<file path="src/rtl/serial_subtractor_pkg.sv">
// Shared definitions for the digit-serial subtractor: FSM encoding and default sizing.
package serial_subtractor_pkg;

  localparam int unsigned DEF_WIDTH = 32;
  localparam int unsigned DEF_DIGIT = 4;
  localparam int unsigned DEF_NDIG  = DEF_WIDTH / DEF_DIGIT;
  localparam int unsigned DEF_CNT_W = (DEF_NDIG > 1) ? $clog2(DEF_NDIG) : 1;

  typedef enum logic [1:0] {
    ST_IDLE = 2'd0,
    ST_RUN  = 2'd1,
    ST_DONE = 2'd2
  } state_t;

endpackage

</file>
<file path="src/rtl/serial_subtractor_sub_digit.sv">
// Combinational DIGIT-bit borrow-chain cell: {bout, d} = a - b - bin.
import serial_subtractor_pkg::*;

module sub_digit #(
  parameter int unsigned DIGIT = DEF_DIGIT
) (
  input  logic [DIGIT-1:0] a,
  input  logic [DIGIT-1:0] b,
  input  logic             bin,
  output logic [DIGIT-1:0] d,
  output logic             bout
);

  logic [DIGIT:0] diff;

  // Extra MSB of the (DIGIT+1)-bit difference is the outgoing borrow
  assign diff = {1'b0, a} - {1'b0, b} - (DIGIT+1)'(bin);
  assign d    = diff[DIGIT-1:0];
  assign bout = diff[DIGIT];

endmodule

</file>
<file path="src/rtl/serial_subtractor.sv">
// Multi-cycle digit-serial subtractor, sub_out = in1 - in2, DIGIT bits per clock.
// Optional signed-overflow flag enabled by defining SERIAL_SUB_OVF_EN.
import serial_subtractor_pkg::*;

module serial_subtractor #(
  parameter int unsigned WIDTH = DEF_WIDTH,
  parameter int unsigned DIGIT = DEF_DIGIT
) (
  input  logic             clk,
  input  logic             rst_n,
  input  logic             start,
  input  logic [WIDTH-1:0] in1,
  input  logic [WIDTH-1:0] in2,
  output logic             busy,
  output logic             done,
  output logic [WIDTH-1:0] sub_out,
  output logic             borrow_out,
`ifdef SERIAL_SUB_OVF_EN
  output logic             ovf,
`endif
  output logic             zero
);

  localparam int unsigned NDIG  = WIDTH / DIGIT;
  localparam int unsigned CNT_W = (NDIG > 1) ? $clog2(NDIG) : 1;

  state_t             state, state_nxt;
  logic [CNT_W-1:0]   cnt;
  logic               brw;
  logic [WIDTH-1:0]   op1, op2, res;
  logic [WIDTH-1:0]   res_nxt;
  logic [DIGIT-1:0]   dig;
  logic               dig_bout;
  logic               accept, last;
`ifdef SERIAL_SUB_OVF_EN
  logic               s1, s2;
`endif

  sub_digit #(.DIGIT(DIGIT)) u_digit (
    .a    (op1[DIGIT-1:0]),
    .b    (op2[DIGIT-1:0]),
    .bin  (brw),
    .d    (dig),
    .bout (dig_bout)
  );

  // Result fills from the top so the LSB digit lands at bit 0 after NDIG shifts
  assign res_nxt = {dig, res[WIDTH-1:DIGIT]};

  always_ff @(posedge clk or negedge rst_n) begin
    if (!rst_n) state <= ST_IDLE;
    else        state <= state_nxt;
  end

  always_comb begin
    state_nxt = state;
    accept    = 1'b0;
    last      = 1'b0;
    case (state)
      ST_IDLE, ST_DONE: begin
        if (start) begin
          accept    = 1'b1;
          state_nxt = ST_RUN;
        end else begin
          state_nxt = ST_IDLE;
        end
      end
      ST_RUN: begin
        if (cnt == CNT_W'(NDIG - 1)) begin
          last      = 1'b1;
          state_nxt = ST_DONE;
        end
      end
      default: state_nxt = ST_IDLE;
    endcase
  end

  // Handshake flags follow the next state so they are registered with it
  always_ff @(posedge clk or negedge rst_n) begin
    if (!rst_n) begin
      busy <= 1'b0;
      done <= 1'b0;
    end else begin
      busy <= (state_nxt == ST_RUN);
      done <= (state_nxt == ST_DONE);
    end
  end

  always_ff @(posedge clk or negedge rst_n) begin
    if (!rst_n) begin
      op1        <= '0;
      op2        <= '0;
      res        <= '0;
      cnt        <= '0;
      brw        <= 1'b0;
      sub_out    <= '0;
      borrow_out <= 1'b0;
      zero       <= 1'b0;
`ifdef SERIAL_SUB_OVF_EN
      s1         <= 1'b0;
      s2         <= 1'b0;
      ovf        <= 1'b0;
`endif
    end else if (accept) begin
      op1 <= in1;
      op2 <= in2;
      cnt <= '0;
      brw <= 1'b0;
`ifdef SERIAL_SUB_OVF_EN
      s1  <= in1[WIDTH-1];
      s2  <= in2[WIDTH-1];
`endif
    end else if (state == ST_RUN) begin
      op1 <= op1 >> DIGIT;
      op2 <= op2 >> DIGIT;
      res <= res_nxt;
      brw <= dig_bout;
      cnt <= cnt + CNT_W'(1);
      if (last) begin
        sub_out    <= res_nxt;
        borrow_out <= dig_bout;
        zero       <= (res_nxt == '0);
`ifdef SERIAL_SUB_OVF_EN
        ovf        <= (s1 != s2) && (res_nxt[WIDTH-1] != s1);
`endif
      end
    end
  end

endmodule
</file>
<file path="config.mk">
export PLATFORM = sky130hd
export DESIGN_NAME = serial_subtractor
export DESIGN_NICKNAME = d
export VERILOG_FILES = /design/src/rtl/serial_subtractor_pkg.sv /design/src/rtl/serial_subtractor_sub_digit.sv /design/src/rtl/serial_subtractor.sv
export SDC_FILE = /design/constraint.sdc
export NUM_CORES = 1
export LEC_CHECK = 0
export CAP_MARGIN = 15
export CORE_UTILIZATION = 45
export DETAILED_ROUTE_END_ITERATION = 16
export GPL_TIMING_DRIVEN = 0
export HOLD_SLACK_MARGIN = 0.15
export PLACE_DENSITY = 0.73
export SLEW_MARGIN = 20
export SYNTH_ARGS = -nofsm -noshare
export SYNTH_HDL_FRONTEND = slang
export SYNTH_SLANG_ARGS = --single-unit
</file>
<file path="constraint.sdc">
create_clock -name clk -period 1.9 [get_ports clk]
set_input_delay 0.285 -clock clk [delete_from_list [all_inputs] [get_ports clk]]
set_output_delay 0.285 -clock clk [all_outputs]
set_load 0.01 [all_outputs]
</file>
==> results by group <==
Min path
  • Min-Delay Path Class: input pin to asynchronous set/reset pin

Worst setup path
  • CP Max Fanout: 2
  • CP Data Arrival Time: 2.36 ns
  • Worst setup SP type: flop
  • Required @ worst endpoint: 2.21 ns
  • Worst reg-to-reg path cell count: 7
  • R2r startpoint: op1[0]
  • Crit. Startpoint: op1[0]
  • Worst Setup Path Type: flop to flop
  • Reg-to-reg endpoint: zero
  • Critical Path End Type: flop
  • Crit path to: zero
  • Worst reg-to-reg setup slack: -0.15 ns

Route
  • DRC viols: 0
  • DRT antenna net count: 0
  • DR pass1 iterations: 6
  • Vias post-DR: 4,753
  • First-iteration detailed-routing DRC count: 357
  • Avg WL per Cell: 14.89 µm
  • Vias per inst: 5.111
  • Total Wirelength: 13,850 µm

Power
  • Total power: 14.44 mW
  • Peak supply drop: 0.6759 mV
  • Cell Pwr Density: 1882 nW/µm²
  • LEAKAGE: 3.591 nW

Finish
  • Fin util: 63.37%
  • Ant diodes: 0
  • Layout area overhead: 35.68%
  • Final Net Count: 826
  • Fill cells: 1,011
  • Layout cells sized above 1: 11.29%

Logic synthesis
  • Number of warnings issued by yosys: 0
  • Syn nets: 699
  • Main synth FF type: dfrtp_1
  • Flop and latch count out of synthesis: 134
  • Mapped cell area: 5657 µm²
  • Ys async rst share: 100.0%
  • Synth Area per Inst: 9.094 µm²
  • Most area-consuming cells after synthesis: dfrtp_1 (59%), nand2_1 (17%), a31oi_1 (5.4%), nor2_1 (3.6%), buf_2 (2.2%)
  • Distinct cells, synth: 28
  • Post-synth top area share: 59.28%
  • Cell count after synthesis: 622
  • Yosys top cell by area: dfrtp_1
  • Number of enable flip-flop cells after synthesis: 0
  • Post-synthesis sequential area ratio: 59.28%

STA
  • Final setup skew: 0.006464 ns
  • Final min period: 2.051 ns
  • RSZ-0062 raised after global routing: true
  • Final Hold Viols: 0
  • Actual slew at the worst max-slew pin: 0.5511 ns
  • Number of setup violations in the final report: 4
  • Final period utilization: 107.9%
  • Relative slew slack: 63.26%
  • Slew Limit Fails: 0
  • Final worst-path setup slack: -0.1505 ns
  • Achievable Freq: 0.4877 GHz

Floorplan
  • Die Area: 13,020 µm²
  • # rows: 40
  • Initial cell density of the core: 46.70%
  • Die Y: 114.1 µm
  • Core ar.: 12,110 µm²
  • Die X: 114.1 µm
  • I/O Pins: 103

Global routing
  • Vias in the first global route: 4,687
  • Largest net degree at the start of global routing: 73
  • GRT Residual Overflow: 0
  • GRT Total Usage: 22.96%
  • First-pass GRT wire length: 22,990 µm
  • Initial antenna violation count: 0

Placed design
  • Number of port buffers: 102
  • DPL Wire Length: 9542 µm
  • Placer Congestion: 0.8550

Outcome
  • Outcome: finished, violations left
  • Failing checks: negative setup slack

CTS
  • Root Driver: clkbuf_16
  • Clock sinks: 134
  • CTS Buffer Depth: 2
  • Clk_lat worst skew: 0.42 ns
  • CTS H-tree lvls: 4
  • CTS tree: yes
  • Worst-path clk slew: 0.06 ns
  • Total CTS buffers: 17

Flow run
  • Max-Cap Viols: 0
## worst max-delay path, stage by stage (launching register included)
cell and delay (ns):
dfrtp_1 0.40, fa_2 0.60, buf_4 0.12, ha_4 0.20, xnor2_4 0.13, nor2b_4 0.14, and3_4 0.15, a32o_1 0.21
## cell type report
class                      instances  area, µm²  share of cell area, %
sequential                       134       3353                  43.69
multi-input combinational        439       2180                  28.40
timing repair buffer             108       1094                  14.25
clock buffer                      24      491.7                  6.407
tap                              168      210.2                  2.739
buffer                            39      188.9                  2.462
clock inverter                     8      120.1                  1.565
inverter                          10      37.54                 0.4891
## synth_stat cells (all sizes together), types with 2 or more instances
cell    number
o21ai       13
clkbuf      12
ha           8
dfrtp      134
nand2b       3
a22o         8
nand3b       2
a31oi       49
mux2         6
nor2        56
nor4         6
buf         27
inv         10
a21oi        5
nor2b        3
fa           2
a221o        2
a22oi        3
xnor2        4
nor3         3
nand2      262
## cells in the final DEF, fill, tap and decap left out, drive strengths merged, types with 10 or more instances in the layout
| cell | Yosys | routed |
|---|---|---|
| o21ai | 13 | 13 |
| a31oi | 49 | 49 |
| clkdlybuf4s50 | 0 | 101 |
| clkbuf | 12 | 36 |
| nor2 | 56 | 56 |
| nand2 | 262 | 262 |
| inv | 10 | 10 |
| buf | 27 | 33 |
| dfrtp | 134 | 134 |
## stage by stage
stage | area [µm²] | setup TNS [ns] | std cells | setup WS, ns | hold slack, ns
finish | 7675 | -0.2142 | 930 | -0.1505 | 0.4252
global route | 7675 | -0.6681 | 930 | -0.2071 | 0.4443
CTS | 7632 | -0.1582 | 927 | -0.08917 | 0.4297
detailed placement | 6923 | -0.7099 | 893 | -0.2504 | 0.2827
global placement | 6890 | -594.88 | 892 | -4.444 | 0.4588
floorplan | 5659 | 0 | 622 | 0.00006450 | -0.01059
## cells by family (layout without fill, tap and decap cells)
logic type      count (synthesis)  after routing  synth area share (%)
compound gates                 81             81                 9.179
xor+xnor                        4              4                0.6193
fa+ha+maj                      10             10                 2.477
buf+inv                        49            189                 3.937
flops                         134            134                 59.28
mux                             6              6                 1.194
simple gates                  338            338                 23.31
## repair_timing
item	CTS	global route
hold endpoints to repair	71	0
endpoints found under the setup margin	5	12
resized for setup	17	9
hold buffers	1	0
pin swaps	8	4
cloned	0	0
buffers inserted	1	3
## flip-flops by register name, indices dropped and copies added (netlist names)
name and count:
cnt 3, res 28, busy 1, brw 1, state 2, zero 1, op1 32, done 1
borrow_out 1, op2 32, sub_out 32
## where the power goes
group          internal, mW  switching (mW)
logic                  2.74            3.11
registers              4.22           0.987
clock network          2.20            1.18
## metal layers
| metal | share of wire [%] | track usage [%] | vias to the layer above |
|---|---|---|---|
| met5 | 0 | 0 | - |
| met4 | 1.3 | 7.273 | 0 |
| met3 | 4.5 | 5.611 | 16 |
| met2 | 49 | 37.66 | 132 |
| met1 | 46 | 30.16 | 2318 |
| li1 | - | - | 2287 |
## how the worst min path moves through the flow
stage	start	cells after the start	slack [ns]	end
floorplan	rst_n	0	-0.01	borrow_out
global placement	sub_out[20]	2	0.46	sub_out[20]
detailed placement	rst_n	1	0.28	sub_out[23]
CTS	in1[30]	3	0.43	op1[30]
global route	in1[30]	3	0.44	op1[30]
finish	rst_n	2	0.43	res[27]
No activity file was read; power rests on OpenSTA's default activity.
